$ cat src/rtl/puf_bit_vote_if.sv
// Challenge/response handshake of the voting RO-PUF bit cell, plus the
// enable/output pins of the external ring-oscillator array.
`timescale 1ns/1ps
interface puf_bit_vote_if #(
  parameter int N_RO  = 32,
  parameter int SEL_W = $clog2(N_RO/2)
);
  logic               start;
  logic [2*SEL_W-1:0] chall;
  logic               resp;
  logic               tie;
  logic               busy;
  logic               finish;
  logic [N_RO-1:0]    ro_en;
  logic [N_RO-1:0]    ro_out;

  modport master (
    output start, chall, ro_out,
    input  resp, tie, busy, finish, ro_en
  );

  modport slave (
    input  start, chall, ro_out,
    output resp, tie, busy, finish, ro_en
  );
endinterface

$ cat src/rtl/puf_bit_vote.sv
// RO-PUF response bit: races two challenge-selected ring oscillators N_VOTE
// times and reports the majority winner plus a sticky tie flag.
`timescale 1ns/1ps
module puf_bit_vote #(
  parameter int N_RO       = 32,
  parameter int SEL_W      = $clog2(N_RO/2),
  parameter int CNT_W      = 16,
  parameter int WIN_CYC    = 1024,
  parameter int SETTLE_CYC = 4,
  parameter int N_VOTE     = 3
) (
  input  logic          clk,
  input  logic          rst,
  puf_bit_vote_if.slave bus
);
  localparam int HALF    = N_RO / 2;
  localparam int TMR_MAX = (WIN_CYC > SETTLE_CYC) ? WIN_CYC : SETTLE_CYC;
  localparam int TMR_W   = $clog2(TMR_MAX + 1);
  localparam int REP_W   = $clog2(N_VOTE + 1);

  typedef enum logic [2:0] {
    S_IDLE, S_CLEAR, S_RUN, S_SETTLE, S_COMPARE, S_DONE
  } state_t;

  state_t             r_state, w_state_next;
  logic [TMR_W-1:0]   r_tmr, w_tmr_next;
  logic [REP_W-1:0]   r_rep, w_rep_next;
  logic [REP_W-1:0]   r_ones, w_ones_next;
  logic               r_tie_acc, w_tie_next;
  logic [2*SEL_W-1:0] r_chall_q, w_chall_next;
  logic               r_resp, r_tie, r_busy, r_finish, r_cnt_clr;
  logic [N_RO-1:0]    r_ro_en, w_en_next;
  logic [HALF-1:0]    w_bank1, w_bank2;
  logic               w_mux1, w_mux2, w_cnt_clr, w_run_next;
  logic [CNT_W-1:0]   r_cnt1, r_cnt2;
  logic [CNT_W-1:0]   r_c1_m, r_c1_s, r_c2_m, r_c2_s;

  assign w_run_next = (w_state_next == S_RUN);

  // One-hot enable per bank; the challenge only changes while every RO is off.
  generate
    for (genvar gi = 0; gi < HALF; gi++) begin : g_bank
      assign w_en_next[gi]      = w_run_next && (r_chall_q[SEL_W-1:0] == SEL_W'(gi));
      assign w_en_next[HALF+gi] = w_run_next && (r_chall_q[2*SEL_W-1:SEL_W] == SEL_W'(gi));
      assign w_bank1[gi]        = bus.ro_out[gi];
      assign w_bank2[gi]        = bus.ro_out[HALF+gi];
    end
  endgenerate

  assign w_mux1    = w_bank1[r_chall_q[SEL_W-1:0]];
  assign w_mux2    = w_bank2[r_chall_q[2*SEL_W-1:SEL_W]];
  assign w_cnt_clr = r_cnt_clr | rst;

  always_ff @(posedge w_mux1 or posedge w_cnt_clr) begin
    if (w_cnt_clr)         r_cnt1 <= '0;
    else if (r_cnt1 != '1) r_cnt1 <= r_cnt1 + 1'b1;
  end

  always_ff @(posedge w_mux2 or posedge w_cnt_clr) begin
    if (w_cnt_clr)         r_cnt2 <= '0;
    else if (r_cnt2 != '1) r_cnt2 <= r_cnt2 + 1'b1;
  end

  // Counts are frozen through SETTLE, so a plain 2-flop bus sync is safe.
  always_ff @(posedge clk or posedge rst) begin
    if (rst) begin
      r_c1_m <= '0;
      r_c1_s <= '0;
      r_c2_m <= '0;
      r_c2_s <= '0;
    end else begin
      r_c1_m <= r_cnt1;
      r_c1_s <= r_c1_m;
      r_c2_m <= r_cnt2;
      r_c2_s <= r_c2_m;
    end
  end

  always_comb begin
    w_state_next = r_state;
    w_tmr_next   = r_tmr;
    w_rep_next   = r_rep;
    w_ones_next  = r_ones;
    w_tie_next   = r_tie_acc;
    w_chall_next = r_chall_q;
    case (r_state)
      S_IDLE: begin
        if (bus.start) begin
          w_chall_next = bus.chall;
          w_rep_next   = '0;
          w_ones_next  = '0;
          w_tie_next   = 1'b0;
          w_state_next = S_CLEAR;
        end
      end
      S_CLEAR: begin
        w_tmr_next   = '0;
        w_state_next = S_RUN;
      end
      S_RUN: begin
        if (r_tmr == TMR_W'(WIN_CYC - 1)) begin
          w_tmr_next   = '0;
          w_state_next = S_SETTLE;
        end else begin
          w_tmr_next = r_tmr + 1'b1;
        end
      end
      S_SETTLE: begin
        if (r_tmr == TMR_W'(SETTLE_CYC - 1)) begin
          w_tmr_next   = '0;
          w_state_next = S_COMPARE;
        end else begin
          w_tmr_next = r_tmr + 1'b1;
        end
      end
      S_COMPARE: begin
        if (r_c1_s > r_c2_s)       w_ones_next = r_ones + 1'b1;
        else if (r_c1_s == r_c2_s) w_tie_next  = 1'b1;
        w_rep_next   = r_rep + 1'b1;
        w_state_next = (r_rep == REP_W'(N_VOTE - 1)) ? S_DONE : S_CLEAR;
      end
      S_DONE:  w_state_next = S_IDLE;
      default: w_state_next = S_IDLE;
    endcase
  end

  always_ff @(posedge clk or posedge rst) begin
    if (rst) begin
      r_state   <= S_IDLE;
      r_tmr     <= '0;
      r_rep     <= '0;
      r_ones    <= '0;
      r_tie_acc <= 1'b0;
      r_chall_q <= '0;
      r_resp    <= 1'b0;
      r_tie     <= 1'b0;
      r_busy    <= 1'b0;
      r_finish  <= 1'b0;
      r_cnt_clr <= 1'b0;
      r_ro_en   <= '0;
    end else begin
      r_state   <= w_state_next;
      r_tmr     <= w_tmr_next;
      r_rep     <= w_rep_next;
      r_ones    <= w_ones_next;
      r_tie_acc <= w_tie_next;
      r_chall_q <= w_chall_next;
      r_busy    <= (w_state_next != S_IDLE);
      r_finish  <= (w_state_next == S_DONE);
      r_cnt_clr <= (w_state_next == S_CLEAR);
      r_ro_en   <= w_en_next;
      // Results are registered on entry to DONE so they line up with finish.
      if (w_state_next == S_DONE) begin
        r_resp <= (w_ones_next > REP_W'(N_VOTE / 2));
        r_tie  <= w_tie_next;
      end
    end
  end

  assign bus.resp   = r_resp;
  assign bus.tie    = r_tie;
  assign bus.busy   = r_busy;
  assign bus.finish = r_finish;
  assign bus.ro_en  = r_ro_en;
endmodule
$ cat src/flat_wrapper.sv
// flat-port wrapper written by rule: the top's interface ports become plain ports
module puf_bit_vote_flat 
#(
  parameter int N_RO       = 32,
  parameter int SEL_W      = $clog2(N_RO/2),
  parameter int CNT_W      = 16,
  parameter int WIN_CYC    = 1024,
  parameter int SETTLE_CYC = 4,
  parameter int N_VOTE     = 3
)
  (clk, rst, bus_start, bus_chall, bus_ro_out, bus_resp, bus_tie, bus_busy, bus_finish, bus_ro_en);
  puf_bit_vote_if #(.N_RO(N_RO), .SEL_W(SEL_W)) bus_i ();
  input  logic clk;
  input  logic rst;
  input wire logic [$bits(bus_i.start)-1:0] bus_start;
  input wire logic [$bits(bus_i.chall)-1:0] bus_chall;
  input wire logic [$bits(bus_i.ro_out)-1:0] bus_ro_out;
  output wire logic [$bits(bus_i.resp)-1:0] bus_resp;
  output wire logic [$bits(bus_i.tie)-1:0] bus_tie;
  output wire logic [$bits(bus_i.busy)-1:0] bus_busy;
  output wire logic [$bits(bus_i.finish)-1:0] bus_finish;
  output wire logic [$bits(bus_i.ro_en)-1:0] bus_ro_en;
  assign bus_i.start = bus_start;
  assign bus_i.chall = bus_chall;
  assign bus_i.ro_out = bus_ro_out;
  assign bus_resp = bus_i.resp;
  assign bus_tie = bus_i.tie;
  assign bus_busy = bus_i.busy;
  assign bus_finish = bus_i.finish;
  assign bus_ro_en = bus_i.ro_en;
  puf_bit_vote #(.N_RO(N_RO), .SEL_W(SEL_W), .CNT_W(CNT_W), .WIN_CYC(WIN_CYC), .SETTLE_CYC(SETTLE_CYC), .N_VOTE(N_VOTE)) u_core (.clk(clk), .rst(rst), .bus(bus_i));
endmodule
$ cat config.mk
export PLATFORM = sky130hd
export DESIGN_NAME = puf_bit_vote_flat
export DESIGN_NICKNAME = d
export VERILOG_FILES = /design/src/rtl/puf_bit_vote_if.sv /design/src/rtl/puf_bit_vote.sv /design/src/flat_wrapper.sv
export SDC_FILE = /design/constraint.sdc
export NUM_CORES = 1
export LEC_CHECK = 0
export ABC_AREA = 1
export BUFFER_PORTS_ARGS = -buffer_cell sky130_fd_sc_hd__clkbuf_2
export CORE_ASPECT_RATIO = 0.9
export CORE_UTILIZATION = 28
export CTS_CLUSTER_SIZE = 12
export DETAILED_ROUTE_END_ITERATION = 16
export MAX_ROUTING_LAYER = met4
export PLACE_DENSITY_LB_ADDON = 0.25
export SLEW_MARGIN = 0
export SYNTH_ARGS = -nofsm -noshare
export SYNTH_HDL_FRONTEND = slang
export SYNTH_SLANG_ARGS = --single-unit
$ cat constraint.sdc
create_clock -name clk -period 4.1 [get_ports clk]
set_input_delay 0.41 -clock clk [delete_from_list [all_inputs] [get_ports clk]]
set_output_delay 0.41 -clock clk [all_outputs]
set_load 0.01 [all_outputs]
==> flow_summary.ini, run 1 <==
[sta]
untimed_endpoints = 64
whs_ns = 0.176
fin_setup_tns_ns = 0
fmaxAchievable_mhz = 498
relSlewSlack_pct = 44.0
min_period_ns = 2.01
worst_pin_slew_ns = 0.837
fin_skew_ns = 0.00753
finalSetupViolations = 0
unclocked_pins = 32
maxSlewViolCount = 0
hold_viol = 0
rsz0062_at_grt = false
fin_crit_sh_pct = 49.0

[routing]
viasPerCell = 4.23
route.detailed.drc = 0
wl_per_cell_um = 12.3
drtAntennaViolNets = 0
drt_pre_antenna_iters = 4
vias = 4457
drtIter0Drc = 260
wirelength_um = 13000

[synth]
synth.distinct_cells = 32
synthesis.area_sq_mm = 0.00646
syn_inst = 650
syn-num-nets = 713
syn_area_per_cell_sq_um = 9.94
yosys_warnings = 0
ys_seq_area_share_pct = 62.0
ys_ff_latch = 160

[min_path]
hp-class = in2async

[cells_and_area]
final_util_pct = 34.8
antenna_cells = 0
area_growth_pct = 21.5
final_cell_mix = dfrtp_1, nand2_1, inv_1
multi_input_area_sq_mm = 0.00212
nets = 808
fill_cells = 2289
seq_area_sq_mm = 0.00400
final_common_cell = dfrtp_1
drive_gt1_share_pct = 17.6

[floorplanning]
die_x_um = 162
die_area_sq_mm = 0.0237
rows = 52
fp.dieH_um = 146
start_util_pct = 28.6
core_area_sq_mm = 0.0226
io_pins = 79

[power_and_ir_drop]
vdd_ir_drop_max_mv = 0.311
pwr-share-seq_pct = 43.8
power_leakage_nw = 4.06
netSwitchingFraction_pct = 19.4
power.internal_w = 0.00236
power_frac_comb_pct = 2.2
p_sw_w = 0.000566
p_per_area_mw_per_mm2 = 373
pwr-share-clk_pct = 54.0

[clocking]
clk_path_buf_depth = 2
post_cts_buffers = 0
clk_pin_slew_worst_paths_ns = 0.05
root_buffer = clkbuf_16
cts_resized = 0
cts_hold_buf = 0
clkLatencyLatePin_ns = 0.41
htree_levels = 4
cts-buffers-inserted = 17
cts_tree = built

[critical_path]
crit_required_ns = 4.37
rr_startpoint = u_core.r_tmr[0]
cp_max_fo = 32
crit_path_end_kind = flip-flop
crit_start = u_core.r_tmr[0]
cp.arrival_ns = 2.28
start_kind = flip-flop
path_class = reg2reg

[placed_design]
globalplace.congestion = 0.766
dp_hpwl_um = 9480
numPortBuffers = 78

[grt]
grt_pass1_vias = 4478
grt_util_all_layers_pct = 12.4
antenna_found_initial = 0
grt_max_degree = 67
grt-ovfl-total = 0
grt_first_pass_wirelength_um = 22400

[run_status]
status = finished, final reports clean

[run]
maxCapViolCount = 0
state kept, by name, indices dropped and copies added (netlist names), 2 cells and up, named ones only:
| signal | cells |
|---|---|
| u_core.bus.ro_en | 32 |
| u_core.r_c1_m | 16 |
| u_core.r_c1_s | 16 |
| u_core.r_c2_m | 16 |
| u_core.r_c2_s | 16 |
| u_core.r_cnt1 | 16 |
| u_core.r_cnt2 | 16 |
| u_core.r_tmr | 11 |
| u_core.r_chall_q | 8 |
| u_core.r_state | 3 |
| u_core.r_rep | 2 |
critical path, cell delays in order (launching register included):
cell,delay [ns]
dfrtp_1,0.38
ha_1,0.22
nand2_2,0.09
nor2_2,0.17
nand3_2,0.10
nor2_2,0.12
nand3_2,0.09
nor2_1,0.11
nand2_1,0.11
nand4_4,0.38
nor2_1,0.10
cell type report:
type,count,share of cell area (%)
timing repair buffer,80,5.32
tap,297,4.73
sequential,160,51.0
multi-input combinational,406,27.1
clock inverter,10,2.02
clock buffer,21,5.99
inverter,80,3.86
power groups by stage:
stage	logic, W	registers, W	clock network, W
floorplan	0.0000303	0.00130	0
global placement	0.0000689	0.00130	0
detailed placement	0.0000683	0.00130	0
CTS	0.0000685	0.00128	0.00162
global route	0.0000761	0.00128	0.00167
finish	0.0000644	0.00128	0.00158
synthesized netlist by cell type, drive strengths merged:
| cell type | count | area share (%) |
|---|---|---|
| inv | 80 | 4.6 |
| clkbuf | 1 | 0.058 |
| dfrtp | 160 | 62 |
| a21oi | 10 | 0.77 |
| o21ai | 23 | 1.8 |
| nor3b | 1 | 0.12 |
| mux2 | 1 | 0.17 |
| mux2i | 1 | 0.15 |
| nor2 | 87 | 5.4 |
| buf | 3 | 0.52 |
| nand4 | 10 | 1.2 |
| or2 | 2 | 0.19 |
| ha | 20 | 3.9 |
| a21o | 1 | 0.12 |
| nand2 | 158 | 9.3 |
| a22oi | 16 | 1.9 |
| a31oi | 1 | 0.097 |
| o2bb2ai | 1 | 0.14 |
| nand3 | 34 | 2.9 |
| xnor2 | 6 | 0.81 |
| o21a | 2 | 0.23 |
| nand3b | 1 | 0.12 |
| o22ai | 1 | 0.097 |
| xor2 | 16 | 2.2 |
| nor3 | 12 | 1.2 |
| nor4 | 2 | 0.19 |
cells by family (layout without fill, tap and decap cells):
| family | Yosys count | count (layout) | synth area share, % |
|---|---|---|---|
| xor gates and xnor gates | 22 | 22 | 2.98 |
| adders and majority gates | 20 | 20 | 3.87 |
| DFF | 160 | 160 | 62.0 |
| muxes | 2 | 2 | 0.329 |
| buffers and inverters | 84 | 191 | 5.23 |
| and+or+nand+nor | 307 | 307 | 20.5 |
| AOI/OAI and AO/OA | 55 | 55 | 5.09 |
metal layers:
layer	routed length [um]	up-vias	global-route usage (%)
met5	0	-	-
met4	213	0	5.38
met3	470	18	2.39
met2	5640	83	17.8
met1	6680	2098	17.1
li1	-	2258	-
worst paths after layout:
kind,endpoint,slack (ns),depth (start not counted)
min,u_core.r_c2_s[15],0.18,2
max in group asynchronous,u_core.bus.ro_en[29],3.12,3
max,u_core.bus.ro_en[29],2.09,10
min reg2reg,u_core.r_c2_s[13],0.34,0
min in group clk,u_core.r_chall_q[1],0.20,3
max reg2reg,u_core.bus.ro_en[29],2.09,10
per-stage QoR:
stage               total power, W  std cells  area [sq um]  worst slack, ns
finish                     0.00293       1054          7850             2.09
global route               0.00303       1054          7850             1.90
CTS                        0.00296       1054          7850             2.08
detailed placement         0.00137       1023          7220             2.09
global placement           0.00137       1023          7220             2.16
floorplan                  0.00133        650          6460            0.277
(Power assumes the default switching activity.)
==> inputs of run 2 (changes only) <==
- clock period: 4.1 -> 2 ns (I/O delays scaled with it)
==> run 2 against run 1 <==
Against the previous run:
- count of clock-buffer cells in the layout down 3
- sequential share of layout area down 1.3 points
- die area unchanged
- sequential power up 100%
- clock skew down 0.00063 ns
- total power up 100%
- critical path type unchanged
- via count up 0.96%
- routed wire length up 3.1%
- first-iteration DRC count down 17%
- design area up 2.6%
- utilization up 0.89 points
- register-to-register slack worse by 1.9 ns
==> flow_summary.ini, run 2 (synthesis results as in run 1) <==
[critical_path]
cp.arrival_ns = 2.16
start_kind = flip-flop
crit_path_end_kind = flip-flop
cp_max_fo = 8
crit_required_ns = 2.31
reg2reg_slack_ns = 0.15
path_class = reg2reg

[cells_and_area]
area_growth_pct = 24.6
final_common_cell = dfrtp_1
nets = 821
antenna_cells = 0
fill_cells = 2270
largest_register_ffs = 32
drive_gt1_share_pct = 18.8
seq_area_sq_mm = 0.00400
final_cell_mix = dfrtp_1, nand2_1, inv_1
multi_input_area_sq_mm = 0.00215

[power_and_ir_drop]
pwr-share-clk_pct = 53.5
power.internal_w = 0.00469
netSwitchingFraction_pct = 21.4
p_per_area_mw_per_mm2 = 741
p_sw_w = 0.00128
pwr-share-seq_pct = 44.0
power_frac_comb_pct = 2.5
power_leakage_nw = 4.12
vdd_ir_drop_max_mv = 0.554

[routing]
wl_per_cell_um = 12.5
vias = 4500
wirelength_um = 13400
drtAntennaViolNets = 0
drtIter0Drc = 216
drt_pre_antenna_iters = 4
route.detailed.drc = 0
viasPerCell = 4.21

[grt]
antenna_found_initial = 0
grt.met2_usage_pct = 17.7
grt_pass1_vias = 4508
top_usage_layer = met2
grt-ovfl-total = 0
grt_first_pass_wirelength_um = 22300
use_met3_pct = 2.56
grt_util_all_layers_pct = 12.4
grt.met1_usage_pct = 17.0
grt_max_degree = 42

[clocking]
clk_path_buf_depth = 2
cts_tree = built
clkLatencyLatePin_ns = 0.41
clk_pin_slew_worst_paths_ns = 0.06
cts-buffers-inserted = 17
root_buffer = clkbuf_16
htree_levels = 4

[sta]
maxSlewViolCount = 0
fin_setup_tns_ns = 0
finalSetupViolations = 0
fin_skew_ns = 0.00690
fin_crit_sh_pct = 92.6
fmaxAchievable_mhz = 540
unclocked_pins = 32
min_period_ns = 1.85
setup_ws_ns = 0.149
whs_ns = 0.0314
rsz0062_at_grt = false
hold_viol = 0
worst_pin_slew_ns = 0.764
untimed_endpoints = 64
relSlewSlack_pct = 48.9

[floorplanning]
die_x_um = 162
io_pins = 79
core_area_sq_mm = 0.0226
fp.dieH_um = 146
start_util_pct = 28.6
die_area_sq_mm = 0.0237
rows = 52

[placed_design]
globalplace.congestion = 0.785
pre_cts_slack_ns = 0.116
dp_hpwl_um = 9720
numPortBuffers = 78

[run]
maxCapViolCount = 0

[min_path]
hp-class = in2reg

[run_status]
status = finished, final reports clean
-- run 2: layout make-up --
| type | instances | share of cell area [%] |
|---|---|---|
| flip-flops and latches | 160 | 49.7 |
| clock buffers | 18 | 5.46 |
| well taps | 297 | 4.62 |
| clock inverters | 14 | 2.25 |
| repair buffers | 93 | 7.51 |
| inverters | 80 | 3.78 |
| multi-input cells | 406 | 26.7 |
-- run 2: worst max-delay path: stages (launching register included) --
cell	delay (ns)
dfrtp_1	0.38
ha_2	0.21
nand2_2	0.09
nor2_4	0.12
nand3_2	0.10
nor2_4	0.11
nand3_2	0.09
nor2_1	0.10
nand2_1	0.11
nand4_4	0.19
clkbuf_16	0.19
nor2_1	0.04
-- run 2: worst paths after layout --
path,start,to,cells after the start
max in group asynchronous,rst,u_core.r_c1_s[1],4
max reg2reg,u_core.r_tmr[0],u_core.bus.ro_en[22],11
min in group asynchronous,rst,u_core.r_rep[1],3
min reg2reg,u_core.r_c1_m[0],u_core.r_c1_s[0],0
max,u_core.r_tmr[0],u_core.bus.ro_en[22],11
min,bus_chall[6],u_core.r_chall_q[6],3
-- run 2: per-layer routing --
metal  share of wire [%]  up-vias
li1                    -     2289
met1                  51     2107
met2                  44       85
met3                 3.6       19
met4                 1.5        0
met5                   0        -
-- run 2: repair_timing --
item	CTS	global route
hold buffers	5	0
setup buffers	0	1
setup endpoints to repair	0	31
hold endpoints to repair	28	0
gates resized for setup	0	5
-- run 2: metrics by stage --
stage / power, W / std cells / util [%] / area [sq um]
6_report: 0.00596 / 1068 / 35.7 / 8050
5_1_grt: 0.00616 / 1068 / 35.7 / 8050
4_1_cts: 0.00603 / 1064 / 35.3 / 7960
3_5_place_dp: 0.00282 / 1027 / 32.3 / 7290
3_3_place_gp: 0.00282 / 1027 / 32.3 / 7290
2_1_floorplan: 0.00273 / 650 / - / 6470
-- run 2: power groups by stage --
stage          registers (W)  clock network (W)   logic, W
6_report             0.00262            0.00319   0.000151
5_1_grt              0.00262            0.00337   0.000174
4_1_cts              0.00262            0.00325   0.000159
3_5_place_dp         0.00267                  0   0.000150
3_3_place_gp         0.00267                  0   0.000151
2_1_floorplan        0.00267                  0  0.0000627
